## config.mk

```make
export PLATFORM = sky130hd
export DESIGN_NAME = timeout_counter_bank
export DESIGN_NICKNAME = d
export VERILOG_FILES = /design/src/rtl/timeout_counter_bank_pkg.sv /design/src/rtl/timeout_channel.sv /design/src/rtl/timeout_counter_bank.sv
export SDC_FILE = /design/constraint.sdc
export NUM_CORES = 1
export LEC_CHECK = 0
export CORE_UTILIZATION = 52
export CTS_BUF_LIST = sky130_fd_sc_hd__clkbuf_8
export DETAILED_ROUTE_END_ITERATION = 7
export PLACE_DENSITY = 0.85
export SYNTH_ARGS = -nofsm -noshare
export SYNTH_HDL_FRONTEND = slang
export SYNTH_SLANG_ARGS = --single-unit
```

## constraint.sdc

```tcl
create_clock -name clk -period 5 [get_ports clk]
set_clock_uncertainty 0.2 [all_clocks]
set_input_delay 0.75 -clock clk [delete_from_list [all_inputs] [get_ports clk]]
set_output_delay 0.75 -clock clk [all_outputs]
set_load 0.02 [all_outputs]
```

## src/rtl/timeout_counter_bank_pkg.sv

```systemverilog
// rtl/timeout_counter_bank_pkg.sv - shared constants and helpers for the timeout counter bank
package timeout_counter_bank_pkg;

  localparam int DEFAULT_TERM = 100;

  // Channel-select width; a single-channel bank still carries a 1-bit select.
  function automatic int sel_width(input int num_ch);
    return (num_ch > 1) ? $clog2(num_ch) : 1;
  endfunction

endpackage

```

## src/rtl/timeout_channel.sv

```systemverilog
// rtl/timeout_channel.sv - one timeout counter with programmable terminal and sticky expiry
module timeout_channel
  import timeout_counter_bank_pkg::*;
#(
  parameter int              WIDTH      = 7,
  parameter logic [WIDTH-1:0] RESET_TERM = WIDTH'(DEFAULT_TERM)
) (
  input  logic             clk,
  input  logic             reset,
  input  logic             count,
  input  logic             clear,
  input  logic             periodic,
  input  logic             term_we,
  input  logic [WIDTH-1:0] term_data,
  output logic             time_out,
  output logic             expired,
  output logic [WIDTH-1:0] count_val
);

  logic [WIDTH-1:0] term;

  always_ff @(posedge clk or posedge reset) begin
    if (reset) begin
      term <= RESET_TERM;
    end else if (term_we) begin
      term <= term_data;
    end
  end

  // The compare sees the terminal from before any same-cycle write; >= makes
  // a lowered terminal fire on the next counted cycle instead of wrapping.
  always_ff @(posedge clk or posedge reset) begin
    if (reset) begin
      count_val <= '0;
      time_out  <= 1'b0;
      expired   <= 1'b0;
    end else if (clear) begin
      count_val <= '0;
      time_out  <= 1'b0;
      expired   <= 1'b0;
    end else if (!count || expired) begin
      time_out  <= 1'b0;
    end else if (count_val >= term) begin
      count_val <= '0;
      time_out  <= 1'b1;
      if (!periodic) begin
        expired <= 1'b1;
      end
    end else begin
      count_val <= count_val + 1'b1;
      time_out  <= 1'b0;
    end
  end

endmodule

```

## src/rtl/timeout_counter_bank.sv

```systemverilog
// rtl/timeout_counter_bank.sv - bank of independent programmable timeout counters
module timeout_counter_bank
  import timeout_counter_bank_pkg::*;
#(
  parameter int WIDTH        = 7,
  parameter int NUM_CH       = 1,
  parameter int DEFAULT_TERM = timeout_counter_bank_pkg::DEFAULT_TERM
) (
  input  logic                          clk,
  input  logic                          reset,
  input  logic [NUM_CH-1:0]             count,
  input  logic [NUM_CH-1:0]             clear,
  input  logic [NUM_CH-1:0]             periodic,
  input  logic                          term_wr,
  input  logic [sel_width(NUM_CH)-1:0]  term_sel,
  input  logic [WIDTH-1:0]              term_data,
  output logic [NUM_CH-1:0]             timeOut,
  output logic [NUM_CH-1:0]             expired,
  output logic [NUM_CH*WIDTH-1:0]       count_val
);

  localparam int SEL_W = sel_width(NUM_CH);

  logic [NUM_CH-1:0] term_we;

  for (genvar i = 0; i < NUM_CH; i++) begin : g_ch
    // Selects at or beyond NUM_CH match no channel and are dropped.
    assign term_we[i] = term_wr && (term_sel == SEL_W'(i));

    timeout_channel #(
      .WIDTH      (WIDTH),
      .RESET_TERM (WIDTH'(DEFAULT_TERM))
    ) u_ch (
      .clk       (clk),
      .reset     (reset),
      .count     (count[i]),
      .clear     (clear[i]),
      .periodic  (periodic[i]),
      .term_we   (term_we[i]),
      .term_data (term_data),
      .time_out  (timeOut[i]),
      .expired   (expired[i]),
      .count_val (count_val[i*WIDTH +: WIDTH])
    );
  end

endmodule

```

; Word level (Yosys, flattened, before mapping)
; Index checks and enable logic that the tools add are counted.
[word_totals]
regBits = 16
output_inout_bits = 9
elab_cells = 24
[classes]
n_reduce_logical = 5
n_eq_ne = 2
n_lt_le_gt_ge = 1
addsub = 1
n_mux = 10
bitwise_logic = 1
[ops]
columns = op, count
row1 = 7-bit 2-to-1 mux, 3
row2 = "7-bit by 1-bit adder with 7-bit output, second input constant", 1
row3 = 7-bit >= comparator, 1
row4 = 1-bit 2-to-1 mux, 7
row5 = "2-bit inequality test, second input constant", 2
row6 = 3-bit AND reduction, 1
row7 = 2-bit nonzero test, 1
row8 = 1-bit logical AND, 1
row9 = 1-bit logical NOT, 1
row10 = 1-bit logical OR, 1
row11 = 1-bit NOT, 1

; Logic depth before layout (Yosys ltp)
[logic_depth]
depth_word = 4
depth_mapped = 6
depth_no_buf = 6

; By module
; From an unflattened synthesis, not the netlist that was laid out.
[hier_totals]
cells_unflattened = 85
hier_area_um2 = 924.6
[by_module_without_submodules]
columns = mod, instances, seq_area_each_um2, area_per_inst_um2, cells_per_inst
row1 = timeout_channel, 1, 404.1, 910.9, 84
row2 = timeout_counter_bank, 1, 0.0, 13.8, 1

; Least setup slack after synthesis
; Ideal clock, no wire load.
[synth_path]
path_kind = reg2reg
from = register g_ch[0].u_ch.count_val[0]
to = register g_ch[0].u_ch.time_out
path_buffers = 0
slack_ns = 3.063
arrival_ns = 1.669
stages_incl_launch_ff = 7
path_cell_list = dfrtp_1 > inv_1 > ha_1 > nand2b_1 > a211oi_1 > o31ai_2 > and3_1
[synth_via]
elab_chain_len = 4
[synth_lines]
columns = element, line_no
row1 = start: declaration, timeout_channel.sv:17  ; output logic [WIDTH-1:0] count_val
row2 = start signal: assignment, timeout_channel.sv:50  ; count_val <= count_val + 1'b1;
row3 = 7-bit >= comparator, timeout_channel.sv:43  ; end else if (count_val >= term) begin
row4 = 1-bit 2-to-1 mux, timeout_channel.sv:43
row5 = 1-bit 2-to-1 mux, timeout_channel.sv:41  ; end else if (!count || expired) begin
row6 = 1-bit 2-to-1 mux, timeout_channel.sv:37  ; end else if (clear) begin
row7 = end signal: assignment, timeout_channel.sv:39  ; time_out <= 1'b0;
row8 = end signal: assignment, timeout_channel.sv:42  ; time_out <= 1'b0;
row9 = end signal: assignment, timeout_channel.sv:45  ; time_out <= 1'b1;
row10 = end: declaration, timeout_channel.sv:15  ; output logic time_out,
; No other way between the ends.
; A chain may end at the register's enable or synchronous reset.

; Worst setup path after layout
[layout_path]
from = input count
to = register g_ch[0].u_ch.count_val[5]
[layout_via]
elab_chain_len = 3
[layout_lines]
columns = element, line_no
row1 = start: declaration, timeout_counter_bank.sv:11  ; input logic [NUM_CH-1:0] count,
row2 = 1-bit logical NOT, timeout_channel.sv:41
row3 = 1-bit logical OR, timeout_channel.sv:41
row4 = 2-bit inequality test (no source line), -
; No other way between the ends.

==> flow_metrics.py <==
metrics = {
    "worst_setup_path": {
        "cpPeakStageDelay_ns": 0.48,
        "path_cells": "clkdlybuf4s50_1, nor2b_4, o2111ai_1, or3_1, a221oi_2",
        "reg2reg_from": "g_ch[0].u_ch.term[6]",
        "crit_start": "count",
        "ff2ff_path_depth": 5,
        "cpMaxStageDelayCell": "clkdlybuf4s50_1",
        "reg2reg_setup_slack_ns": 2.71,
        "crit_path_end_kind": "flip-flop",
        "arrival_ns": 2.48,
        "worstPathRequired_ns": 4.96,
        "regToRegEndpoint": "g_ch[0].u_ch.count_val[3]",
        "path_class": "primary input to flip-flop",
        "worst_setup_path_start_kind": "primary input",
        "crit_fanout": 13,
    },
    "synthesis": {
        "synthCells": 85,
        "yosys-top-cells-area": "dfrtp_1, ha_1, dfstp_2",
        "synthArstFlopShare_pct": 100.0,
        "ys_seq_area_share_pct": 45.69,
        "synth_top_area_share_pct": 36.78,
        "yosysMostFrequentCell": "dfrtp_1",
        "syn_area_um2": 884.6,
        "synth_nets": 107,
        "post_synth.cell_area_avg_um2": 10.41,
        "yosys.area.top_type": "dfrtp_1",
        "synth.distinct_cells": 29,
        "ys_ff_latch": 16,
        "yosysWarnings": 0,
        "synth_edf_count": 0,
        "ys_top_cells_by_count": "dfrtp_1, inv_1, nand2_1, o21ai_0, ha_1",
        "synth_ff_type": "dfrtp_1",
    },
    "global_routing": {
        "antenna_found_initial": 0,
        "grt_max_degree": 17,
        "grt.overflow.total": 0,
        "track_usage_pct": 23.45,
        "grt_pass1_wl_mm": 3.091,
        "grt_pass1_vias": 698,
    },
    "clock_network": {
        "clk_path_buf_depth": 2,
        "cts_tree": "built",
        "htreeDepth": 1,
        "cts_made_buffers": 3,
        "postCtsSetupBuffers": 0,
        "clk_latency_ns": 0.25,
        "postCtsHoldBufs": 0,
        "cts.sinks": 16,
        "clk_pin_slew_ns": 0.06,
        "root_buffer": "clkbuf_8",
        "cts_resized": 0,
    },
    "run_status": {
        "status": "finished, final reports clean",
    },
    "drt": {
        "ant_nets": 0,
        "vias": 710,
        "first_pass_iters": 6,
        "drtIter0Drc": 13,
        "finalWirelength_mm": 1.901,
        "routedWlPerCell_um": 15.33,
        "routed_via_density": 5.726,
        "drc": 0,
    },
    "place": {
        "io_buffers": 22,
        "gp_congestion": 0.7726,
        "hpwl_mm": 1.344,
    },
    "worst_hold_path": {
        "min_path_cells": 1,
        "holdCritPathClass": "flip-flop to flip-flop",
        "hold_end": "g_ch[0].u_ch.term[0]",
        "hold_start": "g_ch[0].u_ch.term[0]",
    },
    "final_layout": {
        "utilization_pct": 75.32,
        "area_growth_pct": 31.26,
        "diodes": 0,
        "drive_gt1_share_pct": 11.11,
        "fin_nets": 131,
    },
    "sta": {
        "setup_tns_ns": 0,
        "tightest_slew_ns": 0.7594,
        "maxSlewHeadroom_pct": 49.07,
        "rsz0062_at_grt": "false",
        "fin_crit_ns": 2.522,
        "fmax_ghz": 0.3966,
        "finalHoldViolCount": 0,
        "period_share_pct": 50.43,
        "maxSlewViolCount": 0,
        "setup_violations": 0,
    },
    "floorplan": {
        "fp.dieH_um": 43.25,
        "rows": 14,
        "die_w_um": 43.25,
        "io_pins": 23,
        "initial_core_util_pct": 57.39,
        "core_mm2": 0.001541,
        "die_area_mm2": 0.001870,
    },
    "power": {
        "powerDensity_mw_per_mm2": 274.9,
        "p_leak_uw": 0.0005112,
        "peakVddDrop_uv": 173.0,
    },
    "job": {
        "maxCapViolCount": 0,
    },
}
cells in the final DEF (no fill, tap or decap), types with 2 or more instances in the layout:
cell             netlist  routed
or3_1                  2       2
nand3_1                2       2
dfstp_2                3       3
clkdlybuf4s50_1        0      22
ha_1                   8       8
inv_1                 10      10
o21ai_0                9       9
a211oi_1               4       4
xor2_1                 3       3
clkbuf_8               0       4
dfrtp_1               13      13
nand2_1                9       9
o2111ai_1              2       2
a221oi_2               2       2
worst max-delay path: cells and delay by family:
kind            cells  cell delay, ns
compound gates      2            0.49
simple gates        2            0.76
buf+inv             1            0.48
how the worst max path moves through the flow:
stage / cells past startpoint / end / slack, ns
3_5_place_dp: 5 / g_ch[0].u_ch.count_val[5] / 2.31
5_1_grt: 5 / g_ch[0].u_ch.count_val[5] / 2.41
4_1_cts: 5 / g_ch[0].u_ch.count_val[5] / 2.52
2_1_floorplan: 6 / g_ch[0].u_ch.time_out / 3.06
6_report: 5 / g_ch[0].u_ch.count_val[5] / 2.48
3_3_place_gp: 5 / g_ch[0].u_ch.count_val[5] / 2.39
logic make-up (layout without fill, tap and decap cells):
kind of cell    Yosys count  count (layout)  synth area share (%)
mux                       1               1                 1.273
buf+inv                  13              36                 6.366
flops                    16              16                 45.69
fa+ha+maj                 8               8                 11.32
simple gates             20              20                 12.02
xor+xnor                  3               3                 2.971
compound gates           24              24                 20.37
routing by layer:
layer	GRT usage, %	wire [um]	up-vias
met5	0	0	-
met4	12.73	45	0
met3	2.553	41	5
met2	39.70	963	13
met1	28.81	851	344
li1	-	-	348
where the power goes:
part,internal (uW),switching [uW]
combinational,27.4,30.6
sequential,141,5.25
clock,69.9,44.6
state kept, by name (all words and copies together) (netlist names):
name / flops
g_ch.u_ch.count_val: 7
g_ch.u_ch.expired: 1
g_ch.u_ch.term: 7
g_ch.u_ch.time_out: 1
metrics by stage:
step                      instance area (um^2)  setup slack (ns)  hold slack, ns  total power, uW  instances
after floorplan                          884.6             3.063          0.2776            183.2         85
after global placement                    1106             2.386          0.2940            203.1        120
after detailed placement                  1106             2.306          0.3036            206.7        120
after CTS                                 1161             2.516          0.3180            321.1        124
after global routing                      1161             2.411          0.3383            335.6        124
final                                     1161             2.478          0.3154            319.2        124
layout make-up:
class                   count  area, um^2
well taps                  16       20.02
repair buffers             22       220.2
clock buffers               4       55.05
flip-flops and latches     16       404.1
inverters                  10       37.54
multi-input cells          56       424.2
fillers                   120       380.4
(Power assumes the default switching activity.)
==> variant 1, RTL diff (same flow settings) <==
The parameter `NUM_CH` goes from 1 to 2.
--- a/src/rtl/timeout_counter_bank.sv
+++ b/src/rtl/timeout_counter_bank.sv
@@ -3,7 +3,7 @@
   import timeout_counter_bank_pkg::*;
 #(
   parameter int WIDTH        = 7,
-  parameter int NUM_CH       = 1,
+  parameter int NUM_CH       = 2,
   parameter int DEFAULT_TERM = timeout_counter_bank_pkg::DEFAULT_TERM
 ) (
   input  logic                          clk,
Ports: changed (6 resized); port bits go from 23 to 35. The function was not compared with the original's and may differ.
==> variant 1 against the unedited design <==
- synthesized area increased by 96%
- routed wire length up 85%
- critical path depth is 4 lower
- sequential cell count grew 16
- utilization fell by 4.9 points
- total power grew 91%
- synthesized cell count grew 100%
- non-clock buffer count is 12 higher
- setup slack gained 0.18 ns
- register-to-register slack about the same
- count of clock-buffer cells in the layout up 2
- die area is 91% higher
- design area rose by 88%
- largest cell class unchanged
==> variant 1: results <==
metrics = {
    "status": {
        "status": "finished clean",
    },
    "final_layout": {
        "regArea_um2": 808,
        "fillCellCount": 272,
        "top_regs": "g_ch.u_ch.count_val (14), g_ch.u_ch.term (14)",
        "nets": 239,
        "drive_above_1_share_pct": 13.0,
    },
    "global_route": {
        "grt_use_met2_pct": 44.8,
        "grtUsageTotal_pct": 23.7,
        "grt_max_degree": 33,
        "grtUsageMet3_pct": 8.01,
        "use_met1_pct": 23.4,
        "grt_pass1_wl_mm": 6.13,
        "grt_pass1_vias": 1449,
    },
    "routing": {
        "met3_length_um": 159,
        "first_iter_violations": 38,
        "num_vias": 1335,
        "drt_wl_total_mm": 3.53,
        "met2_wirelength_mm": 1.92,
        "first_pass_iters": 4,
        "wl_met1_mm": 1.40,
    },
    "critical_path": {
        "arrival_ns": 1.40,
        "path_max_fanout": 5,
        "worst_path_largest_cell_delay_ns": 0.64,
        "crit_family": "buffers and inverters",
    },
    "clocking": {
        "clkLatencyLatePin_ns": 0.29,
        "cts_htree_levels": 2,
        "cts_buffers": 5,
        "cts_resized": 0,
        "clockBufferDepth": 2,
    },
    "synthesis": {
        "synthAdderAreaFrac_pct": 11.5,
        "syn_nets": 204,
        "synth_cell_types": 28,
        "synth_xor_area_share_pct": 5.04,
        "yosysSeqAreaShare_pct": 46.5,
        "synth_area_leaders": "dfrtp_1 (37%), ha_1 (12%), dfstp_2 (9.1%)",
        "synth_compound_area_share_pct": 11.5,
        "synth_common_cells": "dfrtp_1 (26), nand2_1 (19), nor2_1 (19), inv_1 (17), ha_1 (16)",
        "synth_mux_area_share_pct": 5.18,
    },
    "placement": {
        "routabilityCongestion": 0.851,
        "dp_hpwl_mm": 2.67,
        "io_buffers": 34,
    },
    "power_and_ir_drop": {
        "p_leak_nw": 0.988,
        "p_switching_w": 0.000164,
        "pg_clk_w": 0.000203,
        "powerSeq_w": 0.000296,
        "vdd_drop_max_uv": 216,
    },
    "timing": {
        "max-slew-margin-rel_pct": 20.4,
    },
}
[variant 1: metrics by stage]
step,setup WS (ns),hold slack [ns],std cells,total power (W),utilization [%]
after global placement,2.51,0.293,243,0.000403,67.5
after detailed placement,2.45,0.295,243,0.000412,67.5
final,2.65,0.309,251,0.000611,70.4
after global routing,2.57,0.327,251,0.000646,70.4
after CTS,2.64,0.309,251,0.000616,70.4
after floorplan,2.85,0.278,171,0.000371,-
[variant 1: layout make-up]
class                      count  share of cell area (%)
clock inverter                 2                   0.343
inverter                      17                    2.92
clock buffer                   6                    3.78
sequential                    32                    37.0
timing repair buffer          34                    15.6
tap                           44                    2.52
multi-input combinational    116                    37.9
[variant 1: path summary, 6_finish.rpt]
| kind | startpoint | endpoint | slack (ns) | cells past startpoint |
|---|---|---|---|---|
| min in group asynchronous | reset | g_ch[1].u_ch.term[0] | 0.88 | 2 |
| max in group asynchronous | reset | g_ch[0].u_ch.count_val[2] | 3.01 | 2 |
| min | g_ch[1].u_ch.term[1] | g_ch[1].u_ch.term[1] | 0.31 | 1 |
| max reg2reg | g_ch[0].u_ch.count_val[0] | g_ch[0].u_ch.count_val[6] | 2.72 | 7 |
| min reg2reg | g_ch[1].u_ch.term[1] | g_ch[1].u_ch.term[1] | 0.31 | 1 |
| max | g_ch[1].u_ch.count_val[3] | count_val[10] | 2.65 | 1 |
[variant 1: cell families (layout without fill, tap and decap cells)]
kind of cell | after synthesis | count (layout)
buffers and inverters | 23 | 59
AND/OR/NAND/NOR | 54 | 54
adder cells (fa/ha/maj) | 16 | 16
flip-flops | 32 | 32
multiplexers | 8 | 8
AO/OA/AOI/OAI | 28 | 28
XOR/XNOR | 10 | 10
==> variant 2, RTL diff (same flow settings) <==
Made on the original files. Make the reset (`reset`) synchronous in 2 clocked blocks.
--- a/src/rtl/timeout_channel.sv
+++ b/src/rtl/timeout_channel.sv
@@ -19,7 +19,7 @@
 
   logic [WIDTH-1:0] term;
 
-  always_ff @(posedge clk or posedge reset) begin
+  always_ff @(posedge clk) begin
     if (reset) begin
       term <= RESET_TERM;
     end else if (term_we) begin
@@ -29,7 +29,7 @@
 
   // The compare sees the terminal from before any same-cycle write; >= makes
   // a lowered terminal fire on the next counted cycle instead of wrapping.
-  always_ff @(posedge clk or posedge reset) begin
+  always_ff @(posedge clk) begin
     if (reset) begin
       count_val <= '0;
       time_out  <= 1'b0;
Check against the original RTL: differs if reset is asserted again (counterexample within 4 cycles, from zero or initial values and one cycle with reset high); with reset held inactive, the same outputs for 10 cycles.
==> variant 2 against the unedited design <==
- setup slack got worse by 0.19 ns
- die area decreased by 2.0%
- sequential cell count unchanged
- design area shrank 1.1%
- register-to-register slack gained 0.19 ns
- synthesized area is 2.1% lower
- total power fell by 12%
- hold slack got worse by 0.0083 ns
- routed wire length down 1.0%
- critical path type unchanged
- largest cell class unchanged
==> variant 2: results <==
metrics = {
    "synthesis": {
        "synth_common_cells": "dfxtp_1 (16), nor2_1 (14), ha_1 (8), inv_1 (7), nand2_1 (6)",
        "yosys_warnings": 0,
        "synth_cell_types": 26,
        "synth_area_leaders": "dfxtp_1 (37%), ha_1 (12%), nor2_1 (6.1%)",
        "yosysSeqAreaShare_pct": 37.0,
        "syn_nets": 112,
        "synthArstFlopShare_pct": 0,
        "synth_cells": 90,
    },
    "critical_path": {
        "worstReg2RegEnd": "g_ch[0].u_ch.count_val[6]",
        "worst_r2r_path_depth": 6,
        "worstSetupEndpoint": "g_ch[0].u_ch.count_val[2]",
        "arrival_ns": 2.64,
        "reg2reg_from": "g_ch[0].u_ch.count_val[0]",
        "r2r_slack_ns": 2.90,
        "path_max_fanout": 11,
    },
    "clocking": {
        "postCtsSetupRepairBufs": 0,
        "cts_htree_levels": 1,
        "clockRootBuffer": "clkbuf_8",
        "clk_pin_slew_ns": 0.06,
        "cts_resized": 0,
        "cts_buffers": 3,
    },
    "routing": {
        "num_vias": 714,
        "viasPerCell": 5.53,
        "wire_per_inst_um": 14.6,
        "first_pass_iters": 4,
        "first_iter_violations": 7,
    },
    "timing": {
        "tightest_slew_ns": 0.846,
        "finalSetupViolCount": 0,
    },
    "placement": {
        "io_buffers": 22,
        "dp_hpwl_mm": 1.32,
        "place_inst": 125,
        "routabilityCongestion": 0.727,
    },
    "final_layout": {
        "drive_above_1_share_pct": 9.73,
        "nets": 136,
        "diodes": 0,
        "fillCellCount": 113,
        "top_regs": "g_ch.u_ch.count_val (7), g_ch.u_ch.term (7)",
    },
    "power_and_ir_drop": {
        "p_leak_nw": 0.461,
        "vdd_drop_max_uv": 153,
    },
    "global_route": {
        "grt_pass1_vias": 774,
        "grt_pass1_wl_mm": 3.33,
        "antenna_found_initial": 0,
        "grtUsageTotal_pct": 24.4,
        "grt_max_degree": 16,
    },
    "worst_hold_path": {
        "hold_depth": 2,
        "min-delay-start": "g_ch[0].u_ch.term[0]",
        "min_to": "g_ch[0].u_ch.term[0]",
        "hold_path_class": "reg -> reg",
    },
    "status": {
        "status": "finished clean",
    },
}
-- variant 2: where the power goes --
part           total (W)  internal [W]  switching [W]
clock           0.000115     0.0000699      0.0000449
combinational  0.0000343     0.0000176      0.0000167
sequential      0.000133      0.000131     0.00000155
total           0.000282      0.000219      0.0000631
-- variant 2: critical path, cell delays in order --
cell and delay (ns):
clkdlybuf4s50_1 0.53, nor2b_1 0.68, nand2_1 0.14, xor2_1 0.17
a2111oi_1 0.36
-- variant 2: per-stage QoR --
step | hold slack [ns] | setup WS, ns | power, W | cell area [um^2] | utilization (%)
6_report | 0.307 | 2.29 | 0.000282 | 1150 | 75.4
5_1_grt | 0.379 | 2.06 | 0.000293 | 1150 | 75.4
4_1_cts | 0.316 | 2.32 | 0.000282 | 1150 | 75.4
3_5_place_dp | 0.301 | 2.08 | 0.000169 | 1090 | 71.8
3_3_place_gp | 0.281 | 2.16 | 0.000168 | 1090 | 71.8
2_1_floorplan | 0.265 | 2.95 | 0.000153 | 866 | -
-- variant 2: cells by family (layout without fill, tap and decap cells) --
logic type	after synthesis	count (layout)	synth area share [%]
adders and majority gates	8	8	11.6
DFF	16	16	37.0
and+or+nand+nor	29	29	16.9
xor gates and xnor gates	6	6	6.07
AOI/OAI and AO/OA	19	19	21.7
buffers and inverters	10	33	4.48
muxes	2	2	2.31
-- variant 2: cell type report --
class	count	area (um^2)	area share, %
clock buffers	4	55.1	4.79
inverters	7	26.3	2.29
multi-input cells	64	507	44.1
flip-flops and latches	16	320	27.9
well taps	16	20.0	1.74
repair buffers	22	220	19.2
-- variant 2: routing by layer --
metal	global-route usage [%]	routed length, um
met5	0	0
met4	11.9	32
met3	4.26	56
met2	40.6	960
met1	30.1	832
